**src/rtl/mem_stage.sv**
```systemverilog
// mem_stage: MEM pipeline stage, registers EX->MEM, extracts load data, drives MEM->WB and MEM->ID buses.
// Optional MEM_ALIGN_CHECK_EN: flags misaligned lw/lh/lhu on mem_adel and suppresses their GPR write.
module mem_stage #(
  parameter int EX_TO_MEM_WD = 146,
  parameter int MEM_TO_WB_WD = 136,
  parameter int MEM_TO_ID_WD = 104,
  parameter int STALL_WD = 6
) (
  input  logic                    clk,
  input  logic                    rst,
  input  logic [STALL_WD-1:0]     stall,
  input  logic [EX_TO_MEM_WD-1:0] ex_to_mem_bus,
  input  logic [31:0]             data_sram_rdata,
  output logic [MEM_TO_WB_WD-1:0] mem_to_wb_bus,
  output logic [MEM_TO_ID_WD-1:0] mem_to_id_bus,
  output logic                    mem_adel
);
  logic [EX_TO_MEM_WD-1:0] r;
  logic first_r, hold_v;
  logic [31:0] hold_r;
  logic [3:0] readen, ram_wen;
  logic hi_we, lo_we, ram_en, sel_rf_res, rf_we, we;
  logic [31:0] hi, lo, pc, addr, ld_word, ext, rf_wdata;
  logic [4:0] rf_waddr;
  logic [7:0] b;
  logic [15:0] h;
  logic is_load, unused;
  assign {readen, hi_we, lo_we, hi, lo, pc, ram_en, ram_wen, sel_rf_res, rf_we, rf_waddr, addr} = r;
  assign unused = ^{ram_wen, stall[5], stall[2:0]};
  always_ff @(posedge clk or posedge rst)
    if (rst) begin
      r <= '0;
      first_r <= 1'b0;
      hold_v <= 1'b0;
      hold_r <= '0;
    end else if (!stall[3]) begin
      r <= ex_to_mem_bus;
      first_r <= 1'b1;
      hold_v <= 1'b0;
    end else if (!stall[4]) begin
      r <= '0;
      first_r <= 1'b0;
      hold_v <= 1'b0;
    end else begin
      first_r <= 1'b0;
      // SRAM rdata lasts one cycle; capture it if WB stalls on the first MEM cycle
      if (first_r && ram_en) begin
        hold_r <= data_sram_rdata;
        hold_v <= 1'b1;
      end
    end
  always_comb begin
    ld_word = hold_v ? hold_r : data_sram_rdata;
    b = ld_word[{addr[1:0], 3'b000} +: 8];
    h = addr[1] ? ld_word[31:16] : ld_word[15:0];
    is_load = readen inside {4'b1111, 4'b0001, 4'b0010, 4'b0011, 4'b0100};
    ext = readen == 4'b1111 ? ld_word :
          readen == 4'b0001 ? {{24{b[7]}}, b} :
          readen == 4'b0010 ? {24'b0, b} :
          readen == 4'b0011 ? {{16{h[15]}}, h} : {16'b0, h};
    rf_wdata = (sel_rf_res && is_load) ? ext : addr;
`ifdef MEM_ALIGN_CHECK_EN
    mem_adel = (readen == 4'b1111 && addr[1:0] != 2'b00) ||
               ((readen == 4'b0011 || readen == 4'b0100) && addr[0]);
`else
    mem_adel = 1'b0;
`endif
    we = rf_we & ~mem_adel;
  end
  assign mem_to_wb_bus = {hi_we, lo_we, hi, lo, pc, we, rf_waddr, rf_wdata};
  assign mem_to_id_bus = {we, rf_waddr, rf_wdata, hi_we, lo_we, hi, lo};
endmodule

```
**config.mk**
```make
export PLATFORM = sky130hd
export DESIGN_NAME = mem_stage
export DESIGN_NICKNAME = d
export VERILOG_FILES = /design/src/rtl/mem_stage.sv
export SDC_FILE = /design/constraint.sdc
export NUM_CORES = 1
export LEC_CHECK = 0
export ABC_AREA = 1
export BUFFER_PORTS_ARGS = -buffer_cell sky130_fd_sc_hd__buf_4
export CAP_MARGIN = 20
export CORE_AREA = 2 2 167 169
export CTS_CLUSTER_DIAMETER = 100
export DETAILED_ROUTE_END_ITERATION = 10
export DIE_AREA = 0 0 169 171
export GPL_TIMING_DRIVEN = 1
export PLACE_DENSITY = 0.71
export SLEW_MARGIN = 20
export SYNTH_ARGS = -nofsm -noshare
export SYNTH_HDL_FRONTEND = slang
export SYNTH_SLANG_ARGS = --single-unit
```
**constraint.sdc**
```tcl
create_clock -name clk -period 6.7 [get_ports clk]
set_clock_uncertainty 0.2 [all_clocks]
set_input_delay 0.67 -clock clk [delete_from_list [all_inputs] [get_ports clk]]
set_output_delay 0.67 -clock clk [all_outputs]
set_load 0.02 [all_outputs]
```
==> qor.yml, run 1 <==
postSynthCellCount: 1102
p_total_mw: 3.040
ys_types: 22
initial_core_util: 0.3506
drive_gt1_frac: 0.3677
grt_use_total: 0.2047
path_class: "reg2out"
grt_pass1_wl_um: 45170
drt_first_pass_iters: 5
sw_frac_of_total: 0.3316
use_met2: 0.3434
ff_latch_area_mm2: 0.004404
gr-usage-met3: 0.03840
synth_commonest_cells: "nand2_1 (304), buf_4 (217), dfrtp_1 (176)"
crit_slowest_cell: "nand2_2"
grtUsageMet1: 0.2695
grt_start_max_net_pins: 122
slew_headroom: 0.4129
syn-num-nets: 1288
clockBufferDepth: 2
rsz0062_at_grt: "no"
clock_sinks: 176
die_y_um: 171
grt-busiest-layer: "met2"
clk_pin_slew_ns: 0.08
p_int_mw: 2.032
synthTopCellsByArea: "dfrtp_1 (46%), buf_4 (17%), nand2_1 (12%)"
period_needed_ns: 4.029
worst_setup_path_start_kind: "flop"
synth_top_area_cell: "dfrtp_1"
synth_most_common_cell: "nand2_1"
cts_buffers: 17
cts_tree: "built"
reg2reg_slack_ns: 4.41
fmax_mhz: 248.2
cts_setup_buffers: 0
yosysTopAreaCellShare: 0.4598
required_ns: 5.83
via_count: 8017
cts_htree_levels: 4
max-cap-violations: 0
finalCritPeriodShare: 0.6014
hpwlAfterDp_um: 22290
leakage_nw: 6.555
syn_to_final_growth_pct: 24.41
ys_seq_elements: 176
multi_input_area_mm2: 0.003063
cp_cell_sequence: "nand2_1 -> inv_2 -> nand2_2 -> nand3_2 -> nand2_2 -> buf_4 -> inv_2 -> nand3_1 -> nand2_1 -> buf_4"
drt-wirelength-per-cell_um: 18.69
grt_pass1_vias: 7651
critPathMaxStageDelay_ns: 0.59
synth_area_mm2: 0.009579
insertedDiodeCount: 0
p_per_area_mw_per_mm2: 255.1
root_buffer: "clkbuf_16"
ys_seq_area_frac: 0.4598
pwr-share-comb: 0.246
fp-row-count: 61
seqPwrFrac: 0.410
layout.nets: 1462
drt_wl_total_um: 30550
tns_ns: 0
die-area_mm2: 0.02890
drt_iter0_drc: 625
hold_viol: 0
switching_power_mw: 1.008
ant_nets: 0
die_width_um: 169
reg2regPathDepth: 4
drc: 0
io_pins: 427
peakVddDrop_v: 0.0001305
async_flop_share: 1.000
status: "complete, no violations"
clkPwrFrac: 0.344
antenna_found_initial: 0
synth_edf_count: 0
crit_path_end_kind: "output pin"
avgSynthCellArea_um2: 8.693
yosys_most_used_dff: "dfrtp_1"
via_per_inst: 4.903
gp_congestion: 0.8802
setup_viol: 0
arrival_ns: 3.16
holdBufCountCts: 0
path_max_fanout: 43
portBuffers: 417
cts_resized: 0
tightest_slew_ns: 0.8806
core_area_mm2: 0.02732
gr-total-overflow: 0
ys_warn_count: 0
nFillCells: 2658
clock_latency_ns: 0.44
drv_slew: 0
hold_path.class: "in2async"
## final timing paths
kind,start,endpoint
worst max-delay path,r[143],mem_to_id_bus[71]
worst min-delay path,rst,r[36]
worst max register to register,r[43],hold_r[1]
worst min register to register,hold_r[30],hold_r[30]
max in group asynchronous,rst,r[145]
min in group clk,data_sram_rdata[28],hold_r[28]
## area by class of cell
type | instances | share of cell area
multi-input combinational | 598 | 0.2570
timing repair buffer | 422 | 0.2658
clock buffer | 18 | 0.03685
sequential | 176 | 0.3696
tap | 346 | 0.03633
clock inverter | 14 | 0.01417
inverter | 61 | 0.02026
## logic make-up after synthesis
| family | Yosys count | share of synthesized area |
|---|---|---|
| simple gates | 423 | 0.1814 |
| buf+inv | 328 | 0.2205 |
| flops | 176 | 0.4598 |
| compound gates | 174 | 0.1379 |
| other cells | 1 | 0.0003915 |
## sequential cells by signal, indices dropped and copies added, names as in the netlist
register	count
hold_r	32
hold_v	1
r	142
first_r	1
## critical path: cells and delay by family, from the launching register on
kind	cells	cell delay, ns
buffers and inverters	4	0.86
flip-flops	1	0.41
AND/OR/NAND/NOR	6	1.45
## per-layer routing
metal  part of all wire  wire length (µm)
met4              0.020               605
met2               0.50             15290
met1               0.41             12680
met3              0.065              1975
met5                  0                 0
## through the flow
step | cells | hold WS [ns] | cell area (µm²) | utilization | worst slack [ns]
3_5_place_dp | 1603 | 0.2649 | 11310 | 0.4139 | 2.802
4_1_cts | 1635 | 0.2178 | 11920 | 0.4362 | 2.639
3_3_place_gp | 1603 | 0.2625 | 11310 | 0.4139 | 2.880
5_1_grt | 1635 | 0.2239 | 11920 | 0.4362 | 2.426
6_report | 1635 | 0.1839 | 11920 | 0.4362 | 2.671
2_1_floorplan | 1102 | 0.2487 | 9579 | - | 1.056
## power by group through the flow
| stage | combinational [mW] | clock [mW] | sequential, mW |
|---|---|---|---|
| 2_1_floorplan | 0.551 | 0 | 1.24 |
| 3_3_place_gp | 0.741 | 0 | 1.26 |
| 3_5_place_dp | 0.753 | 0 | 1.26 |
| 4_1_cts | 0.753 | 1.07 | 1.24 |
| 5_1_grt | 0.809 | 1.11 | 1.26 |
| 6_report | 0.748 | 1.05 | 1.25 |
## cell usage in the layout (no fill, tap or decap)
| cell type | instances |
|---|---|
| clkinv_8 | 2 |
| bufinv_16 | 1 |
| conb_1 | 1 |
| nand3_1 | 65 |
| nor2_4 | 1 |
| nand4_2 | 2 |
| a22o_1 | 120 |
| nor2_2 | 1 |
| nand3_2 | 3 |
| nor2_1 | 38 |
| clkinv_4 | 5 |
| inv_8 | 5 |
| nand2_2 | 5 |
| inv_6 | 2 |
| a21oi_1 | 15 |
| clkbuf_16 | 17 |
| and2_1 | 3 |
| clkbuf_8 | 1 |
| nand2_1 | 304 |
| inv_2 | 5 |
| o21ai_0 | 39 |
| nor4_1 | 1 |
| inv_1 | 53 |
| dfrtp_1 | 176 |
| buf_4 | 422 |
| inv_4 | 2 |
Power figures use the tool's default switching activity.
==> run 2: changes to the inputs <==
- ABC_AREA: 1 -> 0
- CORE_AREA: 2 2 167 169 -> 2 2 164 166
- DIE_AREA: 0 0 169 171 -> 0 0 166 168
- PLACE_DENSITY: 0.71 -> 0.74
- clock period: 6.7 -> 4.1 ns (I/O delays scaled with it)
==> qor.yml, run 2 <==
grt_pass1_vias: 7525  # -1.6%
root_buffer: "clkbuf_16"
worst_setup_path_start_kind: "flop"
ys_seq_area_frac: 0.4499  # -0.009872
avgSynthCellArea_um2: 9.440  # +8.6%
fmax_mhz: 287.7
yosys_most_used_dff: "dfrtp_1"
drc: 0  # unchanged
core_area_mm2: 0.02635  # -3.6%
initial_core_util: 0.3715  # +0.02093
antenna_found_initial: 2  # +2
cts_resized: 0  # unchanged
fp-row-count: 60  # -1.6%
clk_pin_slew_ns: 0.08  # about the same
drt_iter0_drc: 515  # -18%
crit_path_end_kind: "output pin"
gp_congestion: 0.8624  # -2.0%
gr-total-overflow: 0  # unchanged
multi_input_area_mm2: 0.003093  # +0.98%
tightest_slew_ns: 1.023  # +0.1419 ns
hold_path.class: "in2reg"
holdWs_ns: 0.02399  # -0.1600 ns
syn-num-nets: 1223  # -5.0%
clockBufferDepth: 2  # unchanged
required_ns: 3.49  # -2.34 ns
synth_area_mm2: 0.009789  # +2.2%
top_register: "r"
finalCritPeriodShare: 0.8479
grt_use_total: 0.1918  # -0.01284
via_count: 7705  # -3.9%
slew_headroom: 0.3141  # -0.09885
fin_util: 0.4771  # +0.04090
ff_latch_area_mm2: 0.004405  # about the same
setup_viol: 0  # unchanged
leakage_nw: 6.310  # -3.7%
grt_pass1_wl_um: 42230  # -6.5%
drt_first_pass_iters: 7  # +2
portBuffers: 417  # unchanged
syn_to_final_growth_pct: 28.41
grt_start_max_net_pins: 181  # +48%
p_per_area_mw_per_mm2: 398.4  # +56%
via_per_inst: 4.837  # -1.4%
drt-wirelength-per-cell_um: 17.31  # -7.3%
die_y_um: 168  # -1.8%
arrival_ns: 2.87  # -0.29 ns
reg2regPathDepth: 3  # -1
clock_latency_ns: 0.41  # -0.03 ns
synth_top_area_cell: "dfrtp_1"
status: "complete, no violations"
die_width_um: 166  # -1.8%
cts_setup_buffers: 0  # unchanged
postSynthCellCount: 1037  # -5.9%
rsz0062_at_grt: "no"
path_class: "reg2out"
synth_most_common_cell: "buf_4"
holdBufCountCts: 30  # +30
layout.nets: 1424  # -2.6%
die-area_mm2: 0.02789  # -3.5%
largestRegisters: "r (142), hold_r (32)"
ant_nets: 0  # unchanged
final_common_cell: "buf_4"
async_flop_share: 1.000  # unchanged
drive_gt1_frac: 0.3893  # +0.02156
synth_commonest_cells: "buf_4 (209), dfrtp_1 (176), o21ai_0 (126)"
max-cap-violations: 0  # unchanged
synthTopCellsByArea: "dfrtp_1 (45%), buf_4 (16%), o21ai_0 (6.4%)"
path_max_fanout: 17  # -60%
synth_edf_count: 0  # unchanged
hpwlAfterDp_um: 20210  # -9.3%
clock_sinks: 176  # unchanged
drt_wl_total_um: 27580  # -9.7%
hold_viol: 0  # unchanged
min_path_cells: 2
ys_seq_elements: 176  # unchanged
peakVddDrop_v: 0.0002038  # +56%
cts_buffers: 17  # unchanged
cts_htree_levels: 4  # unchanged
largest_reg_flops: 142  # unchanged
io_pins: 427  # unchanged
nFillCells: 2524  # -5.0%
tns_ns: 0  # unchanged
ys_types: 35  # +59%
ys_warn_count: 0  # unchanged
yosysTopAreaCellShare: 0.4499  # -0.009872
cts_tree: "built"
final_cell_mix: "buf_4 (423), dfrtp_1 (175), o21ai_0 (126)"
drv_slew: 0  # unchanged
period_needed_ns: 3.476
## run 2: cell types whose count changed in the layout (fill, tap and decap cells not counted), sizes merged, moves of 45 or more
cell,previous run,this run
a22o,120,30
inv,67,120
mux2,0,45
nand2,309,23
nand3,68,119
o21ai,39,140
## run 2: final cells by class
class	instances	area share
timing repair buffer	460	0.2854
clock inverter	12	0.01354
inverter	116	0.03494
sequential	176	0.3505
clock buffer	20	0.03553
tap	341	0.03394
antenna	1	0.0001991
multi-input combinational	467	0.2460
## run 2: cell families after synthesis
group	after synthesis	synth area share
xor gates and xnor gates	1	0.0008948
other	1	0.0003831
AOI/OAI and AO/OA	211	0.1314
DFF	176	0.4499
and+or+nand+nor	177	0.08857
muxes	77	0.09471
buffers and inverters	394	0.2342
## run 2: path summary, 6_finish.rpt
check | start | end | slack, ns
setup / recovery | r[1] | mem_to_wb_bus[29] | 0.62
hold / removal | ex_to_mem_bus[121] | r[121] | 0.02
setup reg to reg | r[43] | hold_r[30] | 2.53
hold reg to reg | hold_r[6] | hold_r[6] | 0.29
max in group asynchronous | rst | hold_v | 2.51
min in group asynchronous | rst | r[109] | 0.31
## run 2: per-stage QoR
stage          cells  instance area [µm²]  worst slack (ns)  total power [mW]
6_report        1593                12570            0.6237             5.008
5_1_grt         1593                12570            0.4321             5.233
4_1_cts         1589                12530            0.5896             5.062
3_5_place_dp    1527                11610             1.059             3.295
3_3_place_gp    1527                11610             1.097             3.262
2_1_floorplan   1037                 9793             1.237             2.926
## run 2: power by group
part	internal, mW	switching, mW
Clock	0.995	0.730
Sequential	1.92	0.141
Combinational	0.564	0.660
Total	3.48	1.53
## run 2: worst max-delay path, cell delays in order, from the launching register on
cell and delay [ns]:
dfrtp_1 0.80, mux4_2 0.44, o2111a_1 0.38, nand3b_4 0.35, o22a_1 0.30, buf_4 0.17
## run 2: per-layer routing
layer | GRT usage | wire length, µm | share of wire
met1 | 0.2411 | 11320 | 0.41
met2 | 0.3280 | 14120 | 0.51
met3 | 0.04748 | 1633 | 0.059
met4 | 0.05709 | 492 | 0.018
met5 | 0 | 13 | 0.00047
